--- src/rtl/lane_request_encoder.sv ---
// lane_request_encoder
// Latches per-lane service requests and presents one 2-bit lane code at a
// time, picked round-robin after the last served lane, under a valid/ack
// handshake. All outputs come straight from registers.
//
// Handshake: valid stays high with code stable until an ack is accepted. An
// ack counts only on a rising edge where valid is high and valid has been high
// for at least HOLD_MIN cycles, counting the current one. Any other ack is
// dropped and not remembered. valid falls in the cycle after the accepted ack,
// and it stays low for at least one cycle before the next grant.
module lane_request_encoder #(
    parameter int HOLD_MIN = 2
) (
    input  logic       clk,
    input  logic       rst_n,
    input  logic [3:0] req,
    input  logic       ack,
    output logic [1:0] code,
    output logic       valid,
    output logic [3:0] pending,
    output logic [0:0] state_o
);

    localparam logic [0:0] IDLE    = 1'b0;
    localparam logic [0:0] PRESENT = 1'b1;

    localparam logic [3:0] HOLD_MIN_C = 4'(HOLD_MIN);
    localparam logic [3:0] HOLD_MAX   = 4'd15;

    logic [0:0] state_q, state_d;
    logic [3:0] pending_q, pending_d;
    logic [1:0] last_q, last_d;
    logic [1:0] code_q, code_d;
    logic       valid_q, valid_d;
    logic [3:0] hold_q, hold_d;

    logic       accept;
    logic [3:0] clr;
    logic [1:0] sel;
    logic [1:0] idx;
    logic       found;

    // Ack acceptance and the one-hot clear it produces.
    always_comb begin
        accept = (state_q == PRESENT) && ack && (hold_q >= HOLD_MIN_C);
        clr    = 4'b0000;
        if (accept) begin
            clr = 4'b0001 << code_q;
        end
        // A request in the same cycle as the clear re-pends the lane.
        pending_d = (pending_q & ~clr) | req;
    end

    // Round-robin search: start one lane after the last served lane and wrap.
    always_comb begin
        sel   = last_q + 2'd1;
        idx   = 2'd0;
        found = 1'b0;
        for (int i = 0; i < 4; i++) begin
            idx = last_q + 2'd1 + 2'(i);
            if (!found && pending_q[idx]) begin
                sel   = idx;
                found = 1'b1;
            end
        end
    end

    // Next-state logic for the grant FSM.
    always_comb begin
        state_d = state_q;
        last_d  = last_q;
        code_d  = code_q;
        valid_d = valid_q;
        hold_d  = hold_q;
        case (state_q)
            IDLE: begin
                valid_d = 1'b0;
                if (pending_q != 4'b0000) begin
                    code_d  = sel;
                    valid_d = 1'b1;
                    hold_d  = 4'd1;
                    state_d = PRESENT;
                end
            end
            PRESENT: begin
                if (hold_q != HOLD_MAX) begin
                    hold_d = hold_q + 4'd1;
                end
                if (accept) begin
                    last_d  = code_q;
                    valid_d = 1'b0;
                    hold_d  = 4'd0;
                    state_d = IDLE;
                end
            end
            default: begin
                state_d = IDLE;
                valid_d = 1'b0;
                hold_d  = 4'd0;
            end
        endcase
    end

    // State registers; last resets to lane 3 so the first search starts at lane 0.
    always_ff @(posedge clk or negedge rst_n) begin
        if (!rst_n) begin
            state_q   <= IDLE;
            pending_q <= 4'b0000;
            last_q    <= 2'b11;
            code_q    <= 2'b00;
            valid_q   <= 1'b0;
            hold_q    <= 4'd0;
        end else begin
            state_q   <= state_d;
            pending_q <= pending_d;
            last_q    <= last_d;
            code_q    <= code_d;
            valid_q   <= valid_d;
            hold_q    <= hold_d;
        end
    end

    assign code    = code_q;
    assign valid   = valid_q;
    assign pending = pending_q;
    assign state_o = state_q;

endmodule

--- config.mk ---
export PLATFORM = sky130hd
export DESIGN_NAME = lane_request_encoder
export DESIGN_NICKNAME = d
export VERILOG_FILES = /design/src/rtl/lane_request_encoder.sv
export SDC_FILE = /design/constraint.sdc
export NUM_CORES = 1
export LEC_CHECK = 0
export CORE_ASPECT_RATIO = 1.25
export CORE_UTILIZATION = 30
export CTS_BUF_LIST = sky130_fd_sc_hd__clkbuf_4 sky130_fd_sc_hd__clkbuf_8
export CTS_CLUSTER_SIZE = 40
export DETAILED_ROUTE_END_ITERATION = 8
export GPL_ROUTABILITY_DRIVEN = 0
export HOLD_SLACK_MARGIN = 0.08
export PLACE_DENSITY = 0.51
export SYNTH_ARGS = -nofsm -noshare
export SYNTH_HDL_FRONTEND = slang
export SYNTH_SLANG_ARGS = --single-unit
--- constraint.sdc ---
create_clock -name clk -period 1.7 [get_ports clk]
set_input_delay 0.34 -clock clk [delete_from_list [all_inputs] [get_ports clk]]
set_output_delay 0.34 -clock clk [all_outputs]
set_load 0.01 [all_outputs]
==> key figures, run 1 <==
Status
  – Status: finished clean

Cells and area
  – Total non-filler cell area in the finished layout: ~1100 µm²
  – Fraction of final layout cells with drive strength greater than 1: 26.7%
  – # diodes: 0
  – Leading cell type in the layout, fill and taps excluded: sky130_fd_sc_hd__clkdlybuf4s50_1
  – Area growth, synth to finish: 35.1%
  – Final cell count without fillers: about 140
  – Final-layout fill cell count: 240
  – Net count reported at finish: 115
  – Most frequent cells in the layout: 14 x sky130_fd_sc_hd__clkdlybuf4s50_1, 8 x sky130_fd_sc_hd__buf_4, 7 x sky130_fd_sc_hd__o21ai_0, 7 x sky130_fd_sc_hd__dfrtp_1

Synth
  – Mapped cell area: 798 µm²
  – Mean post-synth cell area: ~10 µm²
  – Cell count after synthesis: 80
  – Total of warnings raised by yosys: 0
  – Post-Syn Nets: a little under 90
  – Part of the Yosys area used for sequential elements: 44.2%
  – Synth cell types: 35
  – Count of flip-flops with a built-in enable after synthesis: 0
  – Flip-flop and latch count after synthesis: 14
  – Top flip-flop cell by instance count after synthesis: sky130_fd_sc_hd__dfrtp_1
  – Async S/R FF share, synth: 100%

Clocking
  – Clock insertion delay at the later pin of the skew report: between 200 and 300 ps
  – Number of H-tree branching levels: 1
  – TritonCTS buffer count: 3
  – Total number of clock tree sinks: 14
  – CTS Buffer Depth: 2
  – Clock transition at the registers of the reported paths: about 90 ps
  – CTS root buffer: sky130_fd_sc_hd__clkbuf_4
  – CTS tree: done

Floorplanning
  – Core outline area: 2480 µm²
  – X dimension of the die: 48.1 µm
  – Die area: 2870 µm²
  – Die height: 59.7 µm
  – FP Rows: 20
  – I/O pin cnt: 15
  – Starting Density: 32.2%

Worst setup path
  – Required time at the worst-slack endpoint: 1360 ps
  – Critical Path Fanout Max: 8
  – Reg2reg start: pending[0]
  – Capturing element type of the critical path: output pin
  – Cell family with the largest share of critical-path delay: buffers and inverters
  – Endpoint of the most critical register-to-register path: hold_q[0]
  – Critical Path Slowest Stage Cell: sky130_fd_sc_hd__clkdlybuf4s50_1
  – Arrival time worst endpoint: 1310 ps
  – Worst setup SP type: flip-flop
  – Number of cells on the worst reg-to-reg path: 4
  – Number of logic stages on the critical path including buffering: 1
  – Worst Path Class, Setup: flip-flop to output pin
  – Cell-by-cell trace of the critical path: clkdlybuf4s50_1
  – R2R Setup Slk: 160 ps
  – Buffers and inverters on the worst path: 1
  – CP peak stage delay: roughly 570 ps

Hold path
  – Type of the worst min-delay path: input port to async pin

Route
  – Routed WL per cell: approximately 14 µm
  – Via count normalized by instance count: 4.99
  – Detailed Route WL: approximately 1.9 mm
  – DRC violation count after routing: 0
  – Number of nets with antenna violations after routing: 0
  – Total vias in the final route: just under 700
  – Number of search-and-repair iterations in the first detailed-routing pass: 3
  – 1st-iter DRT viols: 7

Global routing
  – First-pass GRT wire length: 3.18 mm
  – Antenna violations before repair: 0
  – Combined global-route utilization of all metal layers: between 15 and 20%
  – Number of global-route vias before repair: 714
  – GRT Residual Overflow: 0
  – Pin count of the biggest net entering global routing: 15

STA
  – Hold_ws: 366 ps
  – Slew @ Worst Pin: 416 ps
  – Number of setup violations in the final report: 0
  – Final critical delay including setup and external delays: 1650 ps
  – Post-route setup TNS: 0 ps
  – Worst-case headroom to the max-slew limit: 72.1%
  – Clock skew after layout: 3.69 ps
  – Crit share post-route: 96.9%
  – Unrepaired setup endpoints after global routing: false
  – Hold Vio Cnt, Final: 0
  – Number of max-slew violations in the final report: 0
  – Max frequency: 607 MHz

Pwr
  – Pwr per Cell Area: 1620 nW/µm²
  – Share of total power in combinational logic: around 50%
  – Maximum vdd ir drop: slightly below 0.7 mV
  – Part of the total power dissipated in sequential elements: 37.1%
  – Switching power of the nets: 0.671 mW
  – Switching power as a share of total power: between 30% and 40%
  – Internal: 1.07 mW
  – Clock share of power: 13.5%
  – Leakage: 0.451 nW

Place
  – HPWL reported at the end of detailed placement: ~1.3 mm
  – Instance area after placement: 1010 µm²
  – PortBufs: 14
  – Placed instance count: 131

Flow run
  – Number of max-capacitance violations reported: 0
-- metal layers --
| layer | vias up | track usage (%) | part of all wire (%) | wire [µm] |
|---|---|---|---|---|
| met5 | - | 0 | 0 | 0 |
| met4 | 0 | 9.52 | 1.4 | 27 |
| met3 | 2 | 1.81 | 1.8 | 34 |
| met2 | 8 | 25.7 | 49 | 934 |
| met1 | 336 | 20.4 | 47 | 892 |
| li1 | 342 | - | - | - |
-- cells by family (layout without fill, tap and decap cells) --
family                   count (synthesis)  count (layout)  synth area share, %
flip-flops                              14              14                 44.2
buffers and inverters                    7              32                 3.29
AO/OA/AOI/OAI                           25              25                 22.3
XOR/XNOR                                 1               1                 1.10
AND/OR/NAND/NOR                         29              29                 22.9
adder cells (fa/ha/maj)                  2               2                 3.13
multiplexers                             2               2                 3.13
-- area by class of cell --
| cell class | count | area, µm² | area share [%] |
|---|---|---|---|
| Timing Repair Buffer | 22 | 200 | 18.6 |
| Multi-Input combinational cell | 59 | 419 | 38.9 |
| Sequential cell | 14 | 359 | 33.3 |
| Clock buffer | 4 | 36.3 | 3.36 |
| Tap cell | 33 | 41.3 | 3.83 |
| Inverter | 6 | 22.5 | 2.09 |
-- power by group through the flow --
stage | Sequential (mW) | Clock [mW] | Combinational, mW
5_1_grt | 0.675 | 0.265 | 0.966
4_1_cts | 0.655 | 0.247 | 0.846
3_5_place_dp | 0.656 | 0 | 0.841
6_report | 0.647 | 0.236 | 0.861
2_1_floorplan | 0.662 | 0 | 0.477
3_3_place_gp | 0.652 | 0 | 0.833
-- Yosys cell counts (2+ instances only) --
| master | count | share of area (%) |
|---|---|---|
| sky130_fd_sc_hd__a21oi_1 | 2 | 1.3 |
| sky130_fd_sc_hd__a31oi_1 | 3 | 2.4 |
| sky130_fd_sc_hd__dfrtp_1 | 12 | 38 |
| sky130_fd_sc_hd__dfstp_2 | 2 | 6.6 |
| sky130_fd_sc_hd__ha_1 | 2 | 3.1 |
| sky130_fd_sc_hd__inv_1 | 6 | 2.8 |
| sky130_fd_sc_hd__nand2_1 | 5 | 2.4 |
| sky130_fd_sc_hd__nand2b_1 | 3 | 2.4 |
| sky130_fd_sc_hd__nor2_1 | 6 | 2.8 |
| sky130_fd_sc_hd__nor2b_1 | 4 | 3.1 |
| sky130_fd_sc_hd__nor3_1 | 2 | 1.3 |
| sky130_fd_sc_hd__nor4_4 | 2 | 5.3 |
| sky130_fd_sc_hd__o21ai_0 | 7 | 4.4 |
| sky130_fd_sc_hd__o41ai_1 | 2 | 2.2 |
| sky130_fd_sc_hd__or2_2 | 2 | 1.6 |
-- how the worst max path moves through the flow --
stage | endpoint | slack (ps) | from
5_1_grt | pending[3] | 2 | pending[3]
3_5_place_dp | last_q[1] | 70 | ack
2_1_floorplan | last_q[1] | 200 | hold_q[1]
3_3_place_gp | last_q[1] | 80 | ack
4_1_cts | code[1] | 20 | code[1]
6_report | pending[3] | 50 | pending[3]
-- registers in the layout, summed over array words and instances (netlist names) --
| name | count |
|---|---|
| valid | 1 |
| hold_q | 4 |
| state_o | 1 |
| code | 2 |
| last_q | 2 |
| pending | 4 |
-- stage by stage --
step / setup WS (ps) / power (mW) / util, %
floorplan: 196 / 1.14 / -
global placement: 82.6 / 1.49 / 40.9
detailed placement: 69.3 / 1.50 / 40.9
CTS: 15.5 / 1.75 / 42.6
global route: 2.20 / 1.91 / 43.5
finish: 52.4 / 1.74 / 43.5
-- repair_timing --
item | in CTS | in global routing
setup endpoints to repair | 4 | 3
resized for setup | 4 | 1
hold buffers | 0 | 0
buffers inserted | 0 | 3
Note: power is estimated with default switching activity, not from simulation.
==> inputs of run 2 (changes only) <==
--- a/config.mk
+++ b/config.mk
@@ -5,6 +5,7 @@
 export SDC_FILE = /design/constraint.sdc
 export NUM_CORES = 1
 export LEC_CHECK = 0
+export ABC_CLOCK_PERIOD_IN_PS = 1700
 export CORE_ASPECT_RATIO = 1.25
 export CORE_UTILIZATION = 30
 export CTS_BUF_LIST = sky130_fd_sc_hd__clkbuf_4 sky130_fd_sc_hd__clkbuf_8
==> results of run 2 <==
Final layout, timing and power as in run 1 (identical DEF).
==> inputs of run 3 (changes only) <==
--- a/config.mk
+++ b/config.mk
@@ -13,6 +13,7 @@
 export DETAILED_ROUTE_END_ITERATION = 8
 export GPL_ROUTABILITY_DRIVEN = 0
 export HOLD_SLACK_MARGIN = 0.08
+export MAX_ROUTING_LAYER = met4
 export PLACE_DENSITY = 0.51
 export SYNTH_ARGS = -nofsm -noshare
 export SYNTH_HDL_FRONTEND = slang
==> results of run 3 <==
Final layout, timing and power as in run 1 (identical DEF).
Among the figures that moved: overall routing resource usage 16.2% -> 16.6%
